[config.mk]
export PLATFORM = sky130hd
export DESIGN_NAME = life_keypad
export DESIGN_NICKNAME = d
export VERILOG_FILES = /design/src/rtl/life_keypad.sv
export SDC_FILE = /design/constraint.sdc
export NUM_CORES = 1
export LEC_CHECK = 0
export BUFFER_PORTS_ARGS = -buffer_cell sky130_fd_sc_hd__buf_2
export CORE_MARGIN = 4
export CORE_UTILIZATION = 45
export CTS_CLUSTER_DIAMETER = 30
export DETAILED_ROUTE_END_ITERATION = 12
export SETUP_SLACK_MARGIN = 0.3
export SYNTH_ARGS = -nofsm -noshare
export SYNTH_HDL_FRONTEND = slang
export SYNTH_SLANG_ARGS = --single-unit
[constraint.sdc]
create_clock -name clk -period 3.2 [get_ports clk]
set_clock_uncertainty 0.2 [all_clocks]
set_input_delay 0.64 -clock clk [delete_from_list [all_inputs] [get_ports clk]]
set_output_delay 0.64 -clock clk [all_outputs]
set_load 0.03 [all_outputs]
[src/rtl/life_keypad.sv]
// Four-channel push-button conditioner: synchronize, debounce and auto-repeat.
// Each key output drops once per accepted press and once per repeat step.
module life_keypad_chan #(
   parameter int unsigned      DB_W            = 16,
   parameter logic [DB_W-1:0]  DEBOUNCE_CYCLES = 16'd50000,
   parameter int unsigned      RPT_W           = 24,
   parameter logic [RPT_W-1:0] REPEAT_DELAY    = 24'd5000000,
   parameter logic [RPT_W-1:0] REPEAT_PERIOD   = 24'd2000000,
   parameter logic             REPEAT_EN       = 1'b1
) (
   input  logic clk,
   input  logic rst_n,
   input  logic btn,
   output logic key
);
   localparam logic [2:0] IDLE       = 3'd0;
   localparam logic [2:0] PRESS_DB   = 3'd1;
   localparam logic [2:0] HELD       = 3'd2;
   localparam logic [2:0] GAP        = 3'd3;
   localparam logic [2:0] RPT        = 3'd4;
   localparam logic [2:0] RELEASE_DB = 3'd5;

   localparam logic [DB_W-1:0]  DB_LAST     = DEBOUNCE_CYCLES - 1'b1;
   localparam logic [DB_W-1:0]  GAP_LAST    = DB_W'(1);
   localparam logic [RPT_W-1:0] DELAY_LAST  = REPEAT_DELAY - 1'b1;
   localparam logic [RPT_W-1:0] PERIOD_LAST = REPEAT_PERIOD - 1'b1;

   logic [1:0]       sync;
   logic             s;
   logic [2:0]       state, state_n;
   logic [DB_W-1:0]  dbc, dbc_n;
   logic [RPT_W-1:0] rpt, rpt_n;
   logic             key_n;

   assign s = sync[1];

   // Counters are cleared on every state entry so they only ever count up to a limit.
   always_comb begin
      state_n = state;
      dbc_n   = dbc;
      rpt_n   = rpt;
      case (state)
         IDLE: begin
            dbc_n = '0;
            rpt_n = '0;
            if (s) state_n = PRESS_DB;
         end
         PRESS_DB: begin
            if (!s) begin
               state_n = IDLE;
               dbc_n   = '0;
            end else if (dbc == DB_LAST) begin
               state_n = HELD;
               rpt_n   = '0;
            end else dbc_n = dbc + 1'b1;
         end
         HELD: begin
            if (!s) begin
               state_n = RELEASE_DB;
               dbc_n   = '0;
            end else if (REPEAT_EN) begin
               if (rpt == DELAY_LAST) begin
                  state_n = GAP;
                  dbc_n   = '0;
               end else rpt_n = rpt + 1'b1;
            end
         end
         GAP: begin
            // Two low cycles produce the extra step; dbc times the gap.
            if (dbc == GAP_LAST) begin
               dbc_n   = '0;
               rpt_n   = '0;
               state_n = s ? RPT : IDLE;
            end else dbc_n = dbc + 1'b1;
         end
         RPT: begin
            if (!s) begin
               state_n = RELEASE_DB;
               dbc_n   = '0;
            end else if (rpt == PERIOD_LAST) begin
               state_n = GAP;
               dbc_n   = '0;
            end else rpt_n = rpt + 1'b1;
         end
         RELEASE_DB: begin
            if (s) begin
               state_n = HELD;
               dbc_n   = '0;
               rpt_n   = '0;
            end else if (dbc == DB_LAST) begin
               state_n = IDLE;
               dbc_n   = '0;
            end else dbc_n = dbc + 1'b1;
         end
         default: begin
            state_n = IDLE;
            dbc_n   = '0;
            rpt_n   = '0;
         end
      endcase
      key_n = (state_n == HELD) || (state_n == RPT) || (state_n == RELEASE_DB);
   end

   always_ff @(posedge clk or negedge rst_n) begin
      if (!rst_n) begin
         sync  <= '0;
         state <= IDLE;
         dbc   <= '0;
         rpt   <= '0;
         key   <= 1'b0;
      end else begin
         sync  <= {sync[0], btn};
         state <= state_n;
         dbc   <= dbc_n;
         rpt   <= rpt_n;
         key   <= key_n;
      end
   end
endmodule

module life_keypad #(
   parameter int unsigned      DB_W            = 16,
   parameter logic [DB_W-1:0]  DEBOUNCE_CYCLES = 16'd50000,
   parameter int unsigned      RPT_W           = 24,
   parameter logic [RPT_W-1:0] REPEAT_DELAY    = 24'd5000000,
   parameter logic [RPT_W-1:0] REPEAT_PERIOD   = 24'd2000000,
   parameter logic             REPEAT_EN       = 1'b1
) (
   input  logic clk,
   input  logic rst_n,
   input  logic btn_down,
   input  logic btn_up,
   input  logic btn_left,
   input  logic btn_right,
   output logic key_down,
   output logic key_up,
   output logic key_left,
   output logic key_right
);
   logic [3:0] btn_vec;
   logic [3:0] key_vec;

   assign btn_vec = {btn_right, btn_left, btn_up, btn_down};

   for (genvar i = 0; i < 4; i++) begin : g_chan
      life_keypad_chan #(
         .DB_W(DB_W), .DEBOUNCE_CYCLES(DEBOUNCE_CYCLES), .RPT_W(RPT_W),
         .REPEAT_DELAY(REPEAT_DELAY), .REPEAT_PERIOD(REPEAT_PERIOD), .REPEAT_EN(REPEAT_EN)
      ) u_chan (
         .clk(clk), .rst_n(rst_n), .btn(btn_vec[i]), .key(key_vec[i])
      );
   end

   assign key_down  = key_vec[0];
   assign key_up    = key_vec[1];
   assign key_left  = key_vec[2];
   assign key_right = key_vec[3];
endmodule

After elaboration in Yosys (flattened, before gate mapping)
Index checks and enable logic that the tools add are counted.
{ "classes": {"eq_ne": 92, "addsub": 8, "mux": 124, "reduce_logical": 20} }
{ "ops": {"columns": ["cell", "n"], "rows": [
  ["24-bit two-way mux", 32],
  ["16-bit two-way mux", 36],
  ["24-bit case mux with 5 select lines", 4],
  ["16-bit case mux with 5 select lines", 4],
  ["3-bit two-way mux", 44],
  ["24-bit by 1-bit adder with 24-bit output, second input constant", 4],
  ["24-bit by 21-bit == test with 1-bit output, second input constant", 4],
  ["24-bit by 23-bit == test with 1-bit output, second input constant", 4],
  ["3-bit case mux with 6 select lines", 4],
  ["16-bit by 1-bit adder with 16-bit output, second input constant", 4],
  ["16-bit by 1-bit == test with 1-bit output, second input constant", 4],
  ["16-bit == test, second input constant", 4],
  ["3-bit == test, second input constant", 16],
  ["2-bit by 1-bit != test with 1-bit output, second input constant", 24],
  ["3-bit by 2-bit == test with 1-bit output, second input constant", 12],
  ["3-bit != test, second input constant", 12],
  ["8-bit AND reduction", 4],
  ["2-bit != test, second input constant", 8],
  ["3-bit by 1-bit == test with 1-bit output, second input constant", 4],
  ["3-bit zero test", 4],
  ["3-bit AND reduction", 4],
  ["1-bit logical OR", 8]
]} }
{ "totals": {"wordCells": 264, "in_bits": 6, "regBits": 184} }

Longest topological paths before layout
Gate-level depths: netlist of run 1.
{ "logic_depth": {"depth_word": 7, "ltp_mapped": 10, "ltp_nobuf": 8} }

Hierarchy
A second synthesis of run 1 with hierarchy kept.
{ "unflattened": {"cells_unflattened": 1284, "hier_area_um2": 11398.4} }
{ "modules_own_cells": {"columns": ["module", "n_inst", "seq_area_each_um2", "cells_each", "area_per_inst_um2"], "rows": [
  ["life_keypad_chan (g_chan[1].u_chan ...)", 2, 1151.1, 326, 2880.3],
  ["life_keypad_chan (g_chan[3].u_chan)", 1, 1151.1, 322, 2869.0],
  ["life_keypad_chan (g_chan[0].u_chan)", 1, 1151.1, 310, 2768.9]
]} }

Worst setup path before layout of run 1
OpenSTA, ideal clock, no wires.
{ "synth_path": {"kind": "register to register", "start": "register g_chan[3].u_chan.dbc[0]", "end": "register g_chan[3].u_chan.dbc[4]", "arrival_time_ns": 2.233, "setup_time_ns": 0.083, "synth_period_minus_slack_ns": 2.516, "path_stages_with_launch": 11, "path_slack_ns": 0.684, "cell_sequence": "dfrtp_1 ha_1 and4_1 and4_1 clkbuf_1 o21ba_1 buf_2 and2_1 buf_2 or4_1 o21ai_0"} }
{ "synth_via": {"elab_chain_cells": 4, "word_cells_on_any_way": 11} }
{ "synth_lines": {"columns": ["item", "line", "source"], "rows": [
  ["start, declared", "31", "logic [DB_W-1:0] dbc, dbc_n;"],
  ["start signal, assigned", "114", "dbc <= dbc_n;"],
  ["16-bit by 1-bit adder with 16-bit output / 16-bit == test (equally long branches)", null, null],
  ["16-bit two-way mux (on tied branches)", "90, 52", null],
  ["16-bit two-way mux (on tied branches)", "86, 49", null],
  ["16-bit case mux with 5 select lines", "42", "case (state)"]
]} }
Parallel ways exist; a longest one is shown, timed or not. The select of a mux whose other input is x is not followed.
A chain may end at the register's enable or synchronous reset.

Worst setup path after layout of run 1
{ "layout_path": {"start": "register g_chan[3].u_chan.rpt[12]", "end": "register g_chan[3].u_chan.dbc[4]"} }
{ "layout_via": {"elab_chain_cells": 3, "word_cells_on_any_way": 5} }
{ "layout_lines": {"columns": ["item", "line", "source"], "rows": [
  ["start, declared", "32", "logic [RPT_W-1:0] rpt, rpt_n;"],
  ["start signal, assigned", "115", "rpt <= rpt_n;"],
  ["24-bit by 21-bit == test with 1-bit output / 24-bit by 23-bit == test with 1-bit output (equally long branches)", "80, 62", null],
  ["3-bit != test (no line)", null, null],
  ["3-bit AND reduction (no line) *", null, null]
]} }
Every way passes the cells marked *; elsewhere a longest branch is shown, timed or not.

==> impl_results.md, run 1 <==
* Fin nets at 1,302
* F_max at 363 MHz
* Slew HR at a little over two fifths
* Post-synth top area share at between 40% and 50%
* CTS root buf: clkbuf_16
* Final Worst Setup Slack at ~0.44 ns
* Iteration-0 DRC Markers at between 800 and 900
* Post-Place Setup Slack at roughly 0.29 ns
* TritonCTS clock tree: yes
* CTS sink cnt at 184
* Post-synthesis sequential area ratio at 41.1%
* Failing checks: negative hold slack
* Clock Path Buffers at 2
* Drt via density at 6.19
* Buf/Inv on CP at 0
* Rows at 57
* Startpoint types: register
* Fin area at 12,200 sq um
* WP data arrival at 2.90 ns
* Grt total ovfl at 0
* First-pass GRT wire length at around 47,000 um
* Post-route core utilization at 50.1%
* DIE AREA at 27,500 sq um
* Top FF cell, synth: dfrtp_1
* Met2 usage at 30.7%
* Setup_tns at 0 ns
* Post-synth ARST share at between 90% and 100%
* Synthesized flop and latch total at 184
* WS Path Type: reg -> reg
* Die Wd at 166 um
* Initial antenna violation count at 0
* RSZ-0062 raised after global routing: no
* Met3 Usage GRT at 2.95%
* Die H at around 170 um
* Tightest Hold Check Type: in -> async
* Ranking of synthesized cells by area: dfrtp_1, o21ai_0, nand3_1, nand2_1, a31oi_1
* Htree depth at 4
* Total power at 4.68 mW
* Critical-path cell list: or4b_2, nor4_2, o21a_1, o21ai_2, or4_1, o21ai_0
* CTS clk-pin slew, worst paths at about 0.08 ns
* Footprint of the multi-input gates at approximately 6000 sq um
* Share of cells above drive strength 1 at just under 9%
* Post-layout minimum cycle time at ~2.8 ns
* Worst path max stage delay at 0.70 ns
* Max VDD drop at about 0.34 mV
* Placed inst area at 11,600 sq um
* Synth area leader: dfrtp_1
* Endpoints failing hold at 3
* Area growth syn-to-layout at 9.08%
* Initial Util at a little under half
* Top Usage Layer GRT: met2
* CTS buffer count at 17
* Leak at 5.18 nW
* Period utilisation layout at a little under nine tenths
* Register area at between 4000 and 5000 sq um
* Hold Buf Count CTS at 0
* Critical path fanouts, max at 19
* IO Port Bufs at 9
* Largest net degree at the start of global routing at 71
* Fill cells at 2,361
* Core area at 24,400 sq um
* DP HPWL at 17,900 um
* Slew Viols, Final at 0
* Routed wire per std cell at around 17 um
* Critical Path RT at 3.35 ns
* Cell area after synthesis at between 10,000 and 15,000 sq um
* DRC violations left at 0
* Delay-heaviest family, CP: simple AND/OR/NAND/NOR gates
* Number of global-route vias before repair at 9,486
* Placer Congestion at 0.836
* Hold Worst Slack at -0.0283 ns
* 1st-pass router iterations at 5
* # Max-Cap Violations at 0
* Placed cell count at approximately 1,600
* Final wirelength at 27,000 um
* Finish-stage setup viols at 0
* Number of synthesized flops with an enable pin at 0
* Netlist cell types at 79
* Slew @ Worst Pin at 0.850 ns
* Syn Area/Cell at 8.63 sq um
* Post-synth net total at 1,317
* Ports at 10
* Yosys Warn Count at 0
* Worst path slowest cell: or4b_2
* Crit. End Element: register
* Post-DRT Antenna Nets at 0
* Via count of the routed design at 10,000
* Clock latency on the worst-skew pair at ~0.44 ns
* Met1 usage at 29.5%
* Synth Instances at between 1,000 and 1,500
* Fin cells at between 1,500 and 2,000
* PD cells at 383 nW/um^2
* Outcome: finished with violations
* # diodes at 0
* All-Layer GR Usage at 19.8%
[layout make-up]
type	instances	area share (%)
multi-input combinational	1004	50.5
sequential	184	37.7
clock buffer	20	3.74
tap	324	3.32
timing repair buffer	45	2.86
inverter	32	0.982
clock inverter	12	0.962
[flip-flops by register name, summed over array words and instances, names as in the netlist]
name / count
g_chan.u_chan.dbc: 64
g_chan.u_chan.sync: 8
g_chan.u_chan.rpt: 96
g_chan.u_chan.state: 12
g_chan.u_chan.key: 4
[final timing paths]
path                                          startpoint                       end  slack (ns)  depth (start not counted)
worst max-delay path            g_chan[3].u_chan.rpt[12]   g_chan[3].u_chan.dbc[4]        0.44                          6
worst min-delay path                               rst_n   g_chan[2].u_chan.dbc[5]       -0.03                          1
worst max register to register  g_chan[3].u_chan.rpt[12]   g_chan[3].u_chan.dbc[4]        0.44                          6
min in group clk                                btn_down  g_chan[0].u_chan.sync[0]        0.11                          1
max in group asynchronous                          rst_n   g_chan[1].u_chan.dbc[1]        2.03                          2
worst min register to register  g_chan[3].u_chan.sync[0]  g_chan[3].u_chan.sync[1]        0.15                          0
[worst register-to-register path: cells and delay by family (launching register included)]
family	cells	cell delay (ns)
AO/OA/AOI/OAI	3	0.61
flip-flops	1	0.42
AND/OR/NAND/NOR	3	1.45
[routing by layer]
metal,share of wire [%],vias to the layer above
li1,-,4929
met1,51,4919
met2,45,168
met3,3.1,16
met4,0.90,0
met5,0,-
[cells in the final DEF, fill, tap and decap left out, types with 17 or more instances in the layout]
master / netlist / routed
dfrtp_1: 184 / 184
o31ai_1: 53 / 52
o21ai_0: 104 / 104
and3_1: 48 / 48
nand2_1: 118 / 116
clkbuf_16: 0 / 17
nor3_1: 28 / 28
nor2_1: 80 / 79
buf_4: 4 / 34
nor4_1: 24 / 24
a21oi_1: 68 / 66
a31oi_1: 65 / 65
nand2b_1: 25 / 25
and4_1: 22 / 22
nand3_1: 91 / 91
nand4_1: 27 / 27
inv_1: 32 / 32
[report_power, final]
part           leakage, nW  switching, mW  internal (mW)
Clock                0.275          0.978           1.13
Combinational         2.37          0.145         0.0658
Sequential            2.54         0.0254           2.34
[cells in the mapped netlist, drive strengths merged, types with 22 or more instances]
cell,instances
and4,22
buf,23
a31oi,65
nand2,118
and3,48
inv,32
nor2,82
dfrtp,184
nand2b,25
o31ai,53
nand3,91
nor4,28
nand4,27
nor3,29
clkbuf,56
a21oi,68
o21ai,107
[what timing repair did]
action	4_1_cts	5_1_grt
resized for setup	1	6
setup endpoints to repair	7	77
pin swaps	0	2
buffers inserted	0	1
[logic make-up (layout without fill, tap and decap cells)]
kind of cell / Yosys count / in the layout / synth area share [%]
AO/OA/AOI/OAI: 420 / 420 / 24.7
XOR/XNOR: 10 / 10 / 0.781
adder cells (fa/ha/maj): 12 / 12 / 1.34
buffers and inverters: 111 / 109 / 4.22
flip-flops: 184 / 184 / 41.1
multiplexers: 4 / 4 / 0.391
AND/OR/NAND/NOR: 558 / 558 / 27.5
No activity file was read; power rests on OpenSTA's default activity.
==> inputs of run 2 (changes only) <==
--- a/config.mk
+++ b/config.mk
@@ -5,6 +5,7 @@
 export SDC_FILE = /design/constraint.sdc
 export NUM_CORES = 1
 export LEC_CHECK = 0
+export ABC_AREA = 0
 export BUFFER_PORTS_ARGS = -buffer_cell sky130_fd_sc_hd__buf_2
 export CORE_MARGIN = 4
 export CORE_UTILIZATION = 45
==> constraint.sdc (replaced) <==
create_clock -name clk -period 2.7 [get_ports clk]
set_clock_uncertainty 0.2 [all_clocks]
set_input_delay 0.135 -clock clk [delete_from_list [all_inputs] [get_ports clk]]
set_output_delay 0.135 -clock clk [all_outputs]
set_load 0.03 [all_outputs]
==> run 2 against run 1 <==
  * The run now ends clean
  * Maximum frequency up 8.5%
  * Sequential share of layout area shrank 3.8 points
  * Non-clock buffer count grew 96
  * First-iteration DRC count is 9.3% lower
  * Largest cell class unchanged
==> impl_results.md, run 2 (same netlist as run 1, synthesis figures left out) <==
* Outcome: finished clean
* Startpoint types: register
* Period utilisation layout at 94.1% (+8.0 points)
* Die Wd at 166 um (unchanged)
* 1st-pass router iterations at 8 (+3)
* Leak at 5.85 nW (+13%)
* Via count of the routed design at 10,400 (+4.1%)
* Crit. End Element: register
* # Max-Cap Violations at 0 (unchanged)
* Tightest Hold Check Type: in -> async
* Switching power at 1.35 mW (+17%)
* All-Layer GR Usage at 19.9% (+0.16 points)
* Share of cells above drive strength 1 at 20.7% (+12 points)
* Most frequent cells in the layout: dfrtp_1, nand2_1, buf_4
* # diodes at 0 (unchanged)
* CTS clk-pin slew, worst paths at 0.08 ns (about the same)
* Critical path fanouts, max at 6 (-13)
* Hold Worst Slack at 0.0776 ns (+0.106 ns)
* Logic pwr share at 5.5% (+1.0 points)
* Finish-stage setup viols at 0 (unchanged)
* Slew @ Worst Pin at 0.589 ns (-0.261 ns)
* Internal cell power at 4.48 mW (+27%)
* F_max at 394 MHz (+8.5%)
* Post-Place Setup Slack at 0.0390 ns (-0.247 ns)
* Ports at 10 (unchanged)
* DIE AREA at 27,500 sq um (unchanged)
* CTS sink cnt at 184 (unchanged)
* Critical-path cell list: or4_4, nor4_4, a2111oi_4, buf_4, or2_4, a221o_1
* Grt total ovfl at 0 (unchanged)
* IO Port Bufs at 9 (unchanged)
* Initial antenna violation count at 0 (unchanged)
* Number of global-route vias before repair at 9,580 (+0.99%)
* PD cells at 427 nW/um^2 (+12%)
* Worst path slowest cell: or4_4
* Initial Util at 46.0% (unchanged)
* Die H at 166 um (unchanged)
* Clock Path Buffers at 2 (unchanged)
* Routed wire per std cell at 16.5 um (-0.77%)
* Endpoints failing hold at 0 (-3)
* Largest net degree at the start of global routing at 70 (-1.4%)
* Post-DRT Antenna Nets at 0 (unchanged)
* CTS buffer count at 17 (unchanged)
* Setup_tns at 0 ns (unchanged)
* Rows at 57 (unchanged)
* WP data arrival at 2.66 ns (-0.24 ns)
* Footprint of the multi-input gates at 6670 sq um (+8.0%)
* Net Sw Frac at 23.1% (-1.4 points)
* Power share of the clock group at 46.6% (+1.6 points)
* Htree depth at 4 (unchanged)
* Iteration-0 DRC Markers at 782 (-9.3%)
* Slew Viols, Final at 0 (unchanged)
* RSZ-0062 raised after global routing: yes
* Fin nets at 1,400 (+7.5%)
* Flop pwr share at 47.9% (-2.6 points)
* DRC violations left at 0 (unchanged)
* DP HPWL at 18,200 um (+1.8%)
* Max VDD drop at 0.376 mV (+10%)
* WS Path Type: reg -> reg
* Clock latency on the worst-skew pair at 0.43 ns (about the same)
* Drt via density at 6.07 (-1.9%)
* Worst path max stage delay at 0.57 ns (-0.13 ns)
* Final Worst Setup Slack at 0.159 ns (-0.285 ns)
* Core area at 24,400 sq um (unchanged)
* Most flops, register: g_chan.u_chan.rpt
* Register area at 4620 sq um (+0.24%)
* Commonest non-fill, non-tap cell in the layout: dfrtp_1
* Final wirelength at 28,400 um (+5.2%)
* Slew HR at 60.3% (+17 points)
* Placer Congestion at 0.843 (+0.90%)
* Critical Path RT at 2.81 ns (-0.54 ns)
* Top flop regs: g_chan.u_chan.rpt x96, g_chan.u_chan.dbc x64, g_chan.u_chan.state x12
* Post-layout minimum cycle time at 2.54 ns (-0.215 ns)
* Area growth syn-to-layout at 21.8%
* Max FFs per register at 96 (unchanged)
* FF-to-FF path depth at 6 (unchanged)
* CTS root buf: clkbuf_16
* First-pass GRT wire length at 47,700 um (+0.90%)
* Fill cells at 2,181 (-7.6%)
* TritonCTS clock tree: yes
-- run 2: area by class of cell --
class                           count  area share (%)
Clock buffer                       18            3.22
Timing Repair Buffer              141            8.86
Multi-Input combinational cell   1006            48.8
Tap cell                          324            2.97
Clock inverter                     14            1.41
Inverter                           32           0.880
Sequential cell                   184            33.8
-- run 2: stage by stage --
stage          utilization (%)  power, mW  area (sq um)  cells
4_1_cts                   53.9       5.88         13100   1698
3_5_place_dp              49.7       3.12         12100   1643
6_report                  56.0       5.83         13600   1719
3_3_place_gp              49.7       3.12         12100   1643
5_1_grt                   56.0       6.04         13600   1719
2_1_floorplan                -       2.99         11300   1299
-- run 2: critical path, delay by kind of cell, from the launching register on --
family | cells | cell delay [ns]
simple gates | 3 | 1.20
compound gates | 2 | 0.45
flops | 1 | 0.39
buf+inv | 1 | 0.18
-- run 2: final timing paths --
kind | start | endpoint | slack [ns]
max in group asynchronous | rst_n | g_chan[2].u_chan.sync[0] | 1.48
max reg2reg | g_chan[1].u_chan.rpt[7] | g_chan[1].u_chan.rpt[9] | 0.16
max | g_chan[1].u_chan.rpt[7] | g_chan[1].u_chan.rpt[9] | 0.16
min in group clk | btn_up | g_chan[1].u_chan.sync[0] | 0.14
min reg2reg | g_chan[1].u_chan.sync[0] | g_chan[1].u_chan.sync[1] | 0.15
min | rst_n | g_chan[2].u_chan.dbc[9] | 0.08
-- run 2: power groups by stage --
stage	combinational [mW]	sequential, mW	clock (mW)
2_1_floorplan	0.155	2.84	0
3_3_place_gp	0.279	2.85	0
3_5_place_dp	0.279	2.85	0
4_1_cts	0.309	2.79	2.78
5_1_grt	0.358	2.79	2.89
6_report	0.322	2.79	2.71
-- run 2: per-layer routing --
layer / track usage, % / routed length [um] / vias to the layer above / part of all wire [%]
met1: 28.6 / 13600 / 5070 / 48
met5: 0 / 0 / - / 0
li1: - / - / 5136 / -
met4: 4.91 / 261 / 0 / 0.92
met2: 32.3 / 13600 / 215 / 48
met3: 2.45 / 934 / 18 / 3.3
-- run 2: repair_timing --
| item | CTS | global route |
|---|---|---|
| hold buffers | 5 | 0 |
| buffers inserted | 17 | 18 |
| endpoints found under the hold margin | 70 | 0 |
| endpoints found under the setup margin | 150 | 161 |
| pin swaps | 18 | 23 |
| gates cloned | 1 | 3 |
| resized for setup | 42 | 98 |
==> inputs of run 3 (changes only) <==
==> constraint.sdc (replaced) <==
create_clock -name clk -period 2.7 [get_ports clk]
set_clock_uncertainty 0.2 [all_clocks]
set_input_delay 0.405 -clock clk [delete_from_list [all_inputs] [get_ports clk]]
set_output_delay 0.405 -clock clk [all_outputs]
set_load 0.03 [all_outputs]
==> run 3 against run 2 <==
  * Die area unchanged
  * Combinational power increased by 18%
  * Hold slack improved by 0.072 ns
  * Count of clock-buffer cells in the layout increased by 1
  * First-iteration DRC count decreased by 7.8%
  * Global-route usage increased by 0.49 points
  * Cell count increased by 1.9%
  * Via count increased by 2.9%
  * Design area increased by 7.2%
  * Non-clock buffer count increased by 33
  * Maximum frequency decreased by 1.3%
  * Register-to-register slack got worse by 0.03 ns
  * Largest power group is now the clock network
==> impl_results.md, run 3 (same netlist as run 1, synthesis figures left out) <==
* Outcome: finished clean
* Slew HR at 57.3% (-3.0 points)
* Via count of the routed design at 10,700 (+2.9%)
* Die Wd at 166 um (unchanged)
* Largest net degree at the start of global routing at 73 (+4.3%)
* First-pass GRT wire length at 48,700 um (+2.2%)
* Most flops, register: g_chan.u_chan.rpt
* Area growth syn-to-layout at 30.6%
* DP HPWL at 18,400 um (+0.77%)
* # diodes at 0 (unchanged)
* F_max at 388 MHz (-1.3%)
* Clock latency on the worst-skew pair at 0.44 ns (about the same)
* Leak at 6.12 nW (+4.7%)
* Post-route core utilization at 60.0% (+4.0 points)
* Max VDD drop at 0.287 mV (-24%)
* Die H at 166 um (unchanged)
* Fin area at 14,600 sq um (+7.2%)
* Rows at 57 (unchanged)
* TritonCTS clock tree: yes
* Reg2reg end: g_chan[1].u_chan.rpt[9]
* Initial antenna violation count at 0 (unchanged)
* Final Worst Setup Slack at 0.125 ns (-0.0339 ns)
* Placer Congestion at 0.842 (-0.12%)
* WP data arrival at 2.69 ns (+0.03 ns)
* Placed inst area at 12,100 sq um (+0.19%)
* Hold Worst Slack at 0.150 ns (+0.0719 ns)
* Hold Crit Depth at 0
* Post-DRT Antenna Nets at 0 (unchanged)
* Ports at 10 (unchanged)
* Fin nets at 1,432 (+2.3%)
* # Max-Cap Violations at 0 (unchanged)
* Slew @ Worst Pin at 0.640 ns (+0.0507 ns)
* All-Layer GR Usage at 20.4% (+0.49 points)
* Grt total ovfl at 0 (unchanged)
* CTS buffer count at 17 (unchanged)
* Footprint of the multi-input gates at 7210 sq um (+8.1%)
* Most frequent cells in the layout: dfrtp_1, buf_4, nand2_1
* Fin cells at 1,751 (+1.9%)
* WS Path Type: reg -> reg
* Endpoints failing hold at 0 (unchanged)
* Placed cell count at 1,646 (+0.18%)
* Critical Path RT at 2.82 ns (about the same)
* FF-to-FF path depth at 6 (unchanged)
* Period utilisation layout at 95.4% (+1.3 points)
* CTS root buf: clkbuf_16
* Core area at 24,400 sq um (unchanged)
* Register area at 4620 sq um (+0.16%)
* Drt via density at 6.13 (+0.99%)
* Routed wire per std cell at 17.2 um (+4.3%)
* Slew Viols, Final at 0 (unchanged)
* Iteration-0 DRC Markers at 721 (-7.8%)
* Post-Place Setup Slack at 0.0177 ns (-0.0213 ns)
* Tightest Hold Check Type: reg -> reg
* PD cells at 415 nW/um^2 (-2.7%)
* Fill cells at 2,091 (-4.1%)
* 1st-pass router iterations at 7 (-1)
* Critical path fanouts, max at 6 (unchanged)
* Max FFs per register at 96 (unchanged)
* Crit. End Element: register
* Setup_tns at 0 ns (unchanged)
* RSZ-0062 raised after global routing: yes
* IO Port Bufs at 9 (unchanged)
* Startpoint types: register
* Initial Util at 46.0% (unchanged)
* Reg2Reg Setup Slack at 0.13 ns (-0.03 ns)
* Share of cells above drive strength 1 at 26.7% (+6.0 points)
* Number of global-route vias before repair at 9,913 (+3.5%)
* Finish-stage setup viols at 0 (unchanged)
* Worst Setup EP: g_chan[1].u_chan.rpt[9]
* Post-layout minimum cycle time at 2.57 ns (+0.0339 ns)
* CTS clk-pin slew, worst paths at 0.08 ns (about the same)
* DRC violations left at 0 (unchanged)
* Commonest non-fill, non-tap cell in the layout: dfrtp_1
* Reg-to-reg startpoint: g_chan[1].u_chan.rpt[7]
* Clock Path Buffers at 2 (unchanged)
* Top flop regs: g_chan.u_chan.rpt x96, g_chan.u_chan.dbc x64, g_chan.u_chan.state x12
* Final wirelength at 30,200 um (+6.3%)
* DIE AREA at 27,500 sq um (unchanged)
* CTS sink cnt at 184 (unchanged)
* Total power at 6.08 mW (+4.3%)
* Worst Setup SP: g_chan[1].u_chan.rpt[7]
* Htree depth at 4 (unchanged)
-- run 3: cell count changes in the layout (fill, tap and decap cells not counted), sizes merged --
cell / previous run / this run
clkinv: 6 / 2
inv: 36 / 35
clkbuf: 19 / 24
buf: 135 / 164
or2: 9 / 8
clkinvlp: 0 / 2
bufinv: 4 / 6
-- run 3: cell type report --
type                       instances  share of cell area [%]
clock inverter                    13                    1.63
inverter                          32                   0.821
sequential                       184                    31.6
tap                              324                    2.77
clock buffer                      19                    3.03
timing repair buffer             174                    10.9
multi-input combinational       1005                    49.2
-- run 3: where the power goes --
| group | total [mW] | leakage [nW] | internal (mW) | switching [mW] |
|---|---|---|---|---|
| clock network | 2.91 | 0.325 | 1.78 | 1.13 |
| logic | 0.379 | 3.28 | 0.154 | 0.224 |
| registers | 2.79 | 2.51 | 2.77 | 0.0226 |
| total | 6.08 | 6.12 | 4.70 | 1.38 |
-- run 3: routing by layer --
metal	global-route usage, %	up-vias	wire (um)
met5	0	-	0
met4	6.81	0	539
met3	2.98	55	1080
met2	32.1	281	14500
met1	29.1	5200	14100
li1	-	5203	-
-- run 3: worst min path at each step --
stage / from / to / slack (ns)
final: g_chan[2].u_chan.sync[0] / g_chan[2].u_chan.sync[1] / 0.15
after global routing: g_chan[0].u_chan.sync[0] / g_chan[0].u_chan.sync[1] / 0.16
after CTS: g_chan[2].u_chan.sync[0] / g_chan[2].u_chan.sync[1] / 0.15
after detailed placement: g_chan[1].u_chan.sync[0] / g_chan[1].u_chan.sync[1] / 0.14
after global placement: g_chan[3].u_chan.sync[0] / g_chan[3].u_chan.sync[1] / 0.14
after floorplan: rst_n / g_chan[0].u_chan.dbc[0] / -0.09
-- run 3: timing repair --
item | 4_1_cts | 5_1_grt
endpoints found under the hold margin | 70 | 0
hold buffers | 5 | 0
setup endpoints to repair | 153 | 155
pin swaps | 25 | 50
resized for setup | 68 | 174
setup buffers | 27 | 32
gates cloned | 3 | 6
-- run 3: critical path: stages, from the launching register on --
cell,delay [ns]
dfrtp_1,0.39
or4_4,0.58
nor4_4,0.35
a2111oi_4,0.15
buf_4,0.19
or2_4,0.29
a221o_1,0.31
